==> src/rtl/reg_bus_arbiter_pkg.sv <==
// Shared types and constants for the register-bus arbiter slice.
package reg_bus_arbiter_pkg;

    // Transaction sequencer states
    typedef enum logic [1:0] {
        IDLE = 2'd0,
        REQ  = 2'd1,
        RESP = 2'd2
    } arb_state_t;

    // Read data handed back when the register bus never acknowledges
    localparam logic [31:0] TIMEOUT_DATA_DEFAULT = 32'hDEAD_BEEF;

endpackage

==> src/rtl/reg_bus_arbiter_rr_arb2.sv <==
// Two-requester round-robin grant logic with a last-grant register.
module rr_arb2 (
    input  logic       core_clk,
    input  logic       reset,
    input  logic [1:0] req,
    input  logic       advance,
    output logic       grant_valid,
    output logic       grant
);

    logic last_grant;

    // Lone requester wins; on contention the one not served last wins
    always_comb begin
        grant_valid = |req;
        if (&req) begin
            grant = ~last_grant;
        end else begin
            grant = req[1];
        end
    end

    // Remember who was served; reset to 1 so requester 0 wins first
    always_ff @(posedge core_clk) begin
        if (reset) begin
            last_grant <= 1'b1;
        end else if (advance && grant_valid) begin
            last_grant <= grant;
        end
    end

endmodule

==> src/rtl/reg_bus_arbiter.sv <==
// Shares the register-access bus between two show-ahead request FIFOs,
// round-robin, with a req/ack handshake guarded by a timeout.
module reg_bus_arbiter
    import reg_bus_arbiter_pkg::*;
#(
    parameter int unsigned         ADDR_W       = 27,
    parameter int unsigned         DATA_W       = 32,
    parameter int unsigned         TIMEOUT      = 255,
    parameter logic [DATA_W-1:0]   TIMEOUT_DATA = DATA_W'(TIMEOUT_DATA_DEFAULT)
) (
    input  logic              core_clk,
    input  logic              reset,
    input  logic              p0_empty,
    output logic              p0_rd_en,
    input  logic              p0_rd_wr_L,
    input  logic [ADDR_W-1:0] p0_addr,
    input  logic [DATA_W-1:0] p0_wr_data,
    output logic [DATA_W-1:0] p0_rd_data,
    output logic              p0_rd_vld,
    input  logic              p1_empty,
    output logic              p1_rd_en,
    input  logic              p1_rd_wr_L,
    input  logic [ADDR_W-1:0] p1_addr,
    input  logic [DATA_W-1:0] p1_wr_data,
    output logic [DATA_W-1:0] p1_rd_data,
    output logic              p1_rd_vld,
    output logic              reg_req,
    output logic              reg_rd_wr_L,
    output logic [ADDR_W-1:0] reg_addr,
    output logic [DATA_W-1:0] reg_wr_data,
    output logic              reg_src,
    input  logic              reg_ack,
    input  logic [DATA_W-1:0] reg_rd_data,
    output logic              busy,
    output logic              timeout_pulse,
    output logic [15:0]       timeout_cnt
);

    localparam logic [15:0] TERM = 16'(TIMEOUT - 1);

    arb_state_t  state, state_nxt;
    logic [15:0] wait_cnt;
    logic        grant_valid;
    logic        grant;
    logic        grant_cycle;
    logic        timeout_hit;

    // No grant while reset is held so nothing is popped and then dropped
    assign grant_cycle = (state == IDLE) && grant_valid && !reset;
    assign timeout_hit = (state == REQ) && !reg_ack && (wait_cnt == TERM);

    rr_arb2 u_rr_arb2 (
        .core_clk    (core_clk),
        .reset       (reset),
        .req         ({~p1_empty, ~p0_empty}),
        .advance     (grant_cycle),
        .grant_valid (grant_valid),
        .grant       (grant)
    );

    // State register
    always_ff @(posedge core_clk) begin
        if (reset) begin
            state <= IDLE;
        end else begin
            state <= state_nxt;
        end
    end

    // Next-state logic: grant -> wait for ack or timeout -> one response cycle
    always_comb begin
        state_nxt = state;
        case (state)
            IDLE:    if (grant_cycle) state_nxt = REQ;
            REQ:     if (reg_ack || timeout_hit) state_nxt = RESP;
            RESP:    state_nxt = IDLE;
            default: state_nxt = IDLE;
        endcase
    end

    // Output decode: pops in IDLE, request in REQ, read strobe in RESP
    always_comb begin
        p0_rd_en  = grant_cycle && !grant;
        p1_rd_en  = grant_cycle && grant;
        reg_req   = (state == REQ);
        busy      = (state != IDLE);
        p0_rd_vld = (state == RESP) && reg_rd_wr_L && !reg_src;
        p1_rd_vld = (state == RESP) && reg_rd_wr_L && reg_src;
    end

    // Transaction latch, wait counter, read-data return and timeout stats
    always_ff @(posedge core_clk) begin
        if (reset) begin
            reg_rd_wr_L   <= 1'b0;
            reg_addr      <= '0;
            reg_wr_data   <= '0;
            reg_src       <= 1'b0;
            wait_cnt      <= '0;
            timeout_pulse <= 1'b0;
            timeout_cnt   <= '0;
            p0_rd_data    <= '0;
            p1_rd_data    <= '0;
        end else begin
            timeout_pulse <= timeout_hit;
            if (grant_cycle) begin
                reg_rd_wr_L <= grant ? p1_rd_wr_L : p0_rd_wr_L;
                reg_addr    <= grant ? p1_addr    : p0_addr;
                reg_wr_data <= grant ? p1_wr_data : p0_wr_data;
                reg_src     <= grant;
                wait_cnt    <= '0;
            end
            if (state == REQ) begin
                // Response data goes straight into the owner's output
                // register, so it is already valid during RESP and holds
                // until that source's next read completes.
                if (reg_ack) begin
                    if (reg_rd_wr_L && !reg_src) p0_rd_data <= reg_rd_data;
                    if (reg_rd_wr_L &&  reg_src) p1_rd_data <= reg_rd_data;
                end else if (timeout_hit) begin
                    if (reg_rd_wr_L && !reg_src) p0_rd_data <= TIMEOUT_DATA;
                    if (reg_rd_wr_L &&  reg_src) p1_rd_data <= TIMEOUT_DATA;
                    if (timeout_cnt != '1) timeout_cnt <= timeout_cnt + 16'd1;
                end else begin
                    wait_cnt <= wait_cnt + 16'd1;
                end
            end
        end
    end

endmodule
==> config.mk <==
export PLATFORM = sky130hd
export DESIGN_NAME = reg_bus_arbiter
export DESIGN_NICKNAME = d
export VERILOG_FILES = /design/src/rtl/reg_bus_arbiter_pkg.sv /design/src/rtl/reg_bus_arbiter_rr_arb2.sv /design/src/rtl/reg_bus_arbiter.sv
export SDC_FILE = /design/constraint.sdc
export NUM_CORES = 1
export LEC_CHECK = 0
export CELL_PAD_IN_SITES_DETAIL_PLACEMENT = 0
export CELL_PAD_IN_SITES_GLOBAL_PLACEMENT = 1
export CORE_MARGIN = 8
export CORE_UTILIZATION = 30
export DETAILED_ROUTE_END_ITERATION = 16
export MAX_ROUTING_LAYER = met4
export PLACE_DENSITY_LB_ADDON = 0.1
export SYNTH_ARGS = -nofsm -noshare
export SYNTH_HDL_FRONTEND = slang
export SYNTH_SLANG_ARGS = --single-unit
==> constraint.sdc <==
create_clock -name core_clk -period 2.5 [get_ports core_clk]
set_clock_uncertainty 0.1 [all_clocks]
set_input_delay 0.625 -clock core_clk [delete_from_list [all_inputs] [get_ports core_clk]]
set_output_delay 0.625 -clock core_clk [all_outputs]
set_load 0.05 [all_outputs]
==> out/qor.yml <==
dr.pass1.iters: 4
yosys-top-cells-area: "dfxtp_1 48%, nor2_1 11%, mux2i_1 9.3%"
required_ps: 1770
ys_ff_latch: 161
gr-usage-all-layers_pct: 17.6
synth-xor-area-share_pct: 1.83
muxShareOfSynthArea_pct: 9.78
die-area_sq_um: 27300
grt_pass1_wl_mm: 36.3
synth_top_area_share_pct: 48.2
synth-edff-count: 0
dr_wl_met2_mm: 10.4
crit_type: "flop to primary output"
hpwl_mm: 18.0
wl_met3_mm: 2.69
r2r_cells: 7
drc: 0
pre_cts_ws_ps: -66.6
power.density_nw_per_um2: 641
core_area_sq_um: 21900
p_leak_uw: 0.00405
setup_viol: 0
synth-compound-area-share_pct: 12.1
io_buffer_count: 304
rows: 54
synth-seq-area-share_pct: 48.2
synth_area_sq_um: 6690
top_layer: "met4"
fp.dieW_microns: 165
via_per_inst: 4.76
synthesis.nets: 919
fillers: 2120
yosys.area.top_type: "dfxtp_1"
hold_path.class: "flop to flop"
cp_num_buf_inv: 1
cts_tree: "built"
cp_slowest_cell: "clkdlybuf4s50_1"
postRouteWirelength_mm: 24.0
area_growth_pct: 64.1
vias: 6507
finalInstanceArea_sq_um: 11000
drive_gt1_share_pct: 9.21
synth_flop_cell: "dfxtp_1"
wl_met1_mm: 10.6
drv_slew: 0
fin_ws_ps: 70.7
cpLargestDelayFamily: "buffers and inverters"
die_y_microns: 165
fmax_mhz: 412
cp-end-kind: "primary output"
syn_inst: 759
finish.utilization_pct: 50.2
drtIter0Drc: 287
grt_max_degree: 111
synth_top_family_by_area: "simple AND/OR/NAND/NOR gates"
period_share_pct: 97.2
wl_per_cell_microns: 17.6
critical_path_peak_fanout: 7
clock-sinks: 161
path_cells: "clkdlybuf4s50_1"
antenna_found_initial: 1
start_util_pct: 30.6
syn_avg_cell_area_sq_um: 8.82
worstSkewPairLatency_ps: 420
hold_depth: 2
ant_nets: 0
max_cap_violations: 0
cts.path.max_buffers: 2
slew_headroom_pct: 61.2
cts_made_buffers: 17
hold_violations: 0
cts-root-buf: "clkbuf_16"
cp.depth: 1
boundaryPins: 305
synth-simple-area-share_pct: 24.3
clk_pin_slew_ps: 70
yosysWarnings: 0
synth_cell_types: 45
async_reset_ff_share_pct: 0
synthAdderAreaFrac_pct: 0.561
layout.nets: 1233
grt_pass1_vias: 6517
cp.arrival_ps: 1700
rsz0062_at_grt: "yes"
synth.most_common_cell: "nor2_1"
grt-ovfl-total: 0
worstMarginPinSlew_ps: 580
cpPeakStageDelay_ps: 850
gp_congestion: 0.763
htreeDepth: 4
fin_crit_ps: 2430
status: "completed"
peakVddDrop_mv: 0.376
synth_common_cells: "202 x nor2_1, 161 x dfxtp_1, 62 x a211oi_1, 62 x mux2i_1, 56 x nor3_1"
dpl-instance-area_sq_um: 10300
worst_setup_path_start_kind: "flop"
## cell type report
class	instances	area, sq um	share of cell area, %
diodes	1	2.50	0.0228
inverters	5	18.8	0.171
flip-flops and latches	161	3220	29.4
clock buffers	18	439	4.00
clock inverters	14	154	1.40
multi-input cells	541	3300	30.1
repair buffers	347	3490	31.8
well taps	280	350	3.19
## logic make-up (layout without fill, tap and decap cells)
| family | count (synthesis) | after routing |
|---|---|---|
| buffers and inverters | 57 | 384 |
| DFF | 161 | 161 |
| muxes | 65 | 65 |
| other | 0 | 1 |
| adders and majority gates | 3 | 3 |
| xor gates and xnor gates | 14 | 14 |
| AOI/OAI and AO/OA | 113 | 113 |
| and+or+nand+nor | 346 | 346 |
## registers in the layout, indices dropped and copies added (netlist names)
register              count
p0_rd_data               32
p1_rd_data               32
reg_wr_data              32
reg_addr                 27
timeout_cnt              16
wait_cnt                 16
state                     2
reg_rd_wr_L               1
reg_src                   1
timeout_pulse             1
u_rr_arb2.last_grant      1
## through the flow
stage | hold slack, ps | TNS, ps | power [uW] | std cells
global route | 413 | -20.2 | 7360 | 1367
finish | 393 | 0 | 7040 | 1367
CTS | 397 | 0 | 7140 | 1365
global placement | 382 | -68.8 | 4460 | 1329
floorplan | 341 | -216 | 3720 | 759
detailed placement | 387 | -66.6 | 4460 | 1329
## power breakdown
group / switching (uW) / internal, uW
Combinational: 948 / 676
Clock: 1120 / 1520
Sequential: 75.8 / 2710
Total: 2150 / 4900
## routing by layer
| metal | track usage, % | vias to the layer above |
|---|---|---|
| met2 | 25.3 | 229 |
| li1 | - | 3337 |
| met1 | 21.8 | 2927 |
| met5 | - | - |
| met4 | 4.99 | 0 |
| met3 | 8.13 | 14 |
## placed cells by master, fill, tap and decap left out, drive strengths merged, types with 3 or more instances in the layout
master and count:
nand2 15, a211oi 63, nor3 56, buf 51, clkbuf 18, mux2 3
dlygate4sd2 3, nand3b 3, dlymetal6s2s 4, nor4b 3, a22oi 16, o21ai 5
mux2i 62, nor2 202, nand4b 5, clkdlybuf4s50 289, or4 4, ha 3
nand4 8, or3 12, nor4 7, dfxtp 161, xnor2 9, o211ai 4
xor2 5, nand3 17, inv 10, clkinv 5, and4 4, a21oi 13
o31ai 4
## path summary, 6_finish.rpt
path,to,start,slack [ps]
worst min-delay path,p0_rd_data[7],p0_rd_data[7],390
worst max register to register,timeout_cnt[15],wait_cnt[0],330
worst max-delay path,timeout_cnt[8],timeout_cnt[8],70
worst min register to register,p0_rd_data[7],p0_rd_data[7],390
## repair_timing
item / CTS / global route
endpoints found under the setup margin: 3 / 5
gates resized for setup: 4 / 5
cloned: 0 / 0
hold buffers: 0 / 0
setup buffers: 4 / 1
pin swaps: 2 / 1
(Power assumes the default switching activity.)
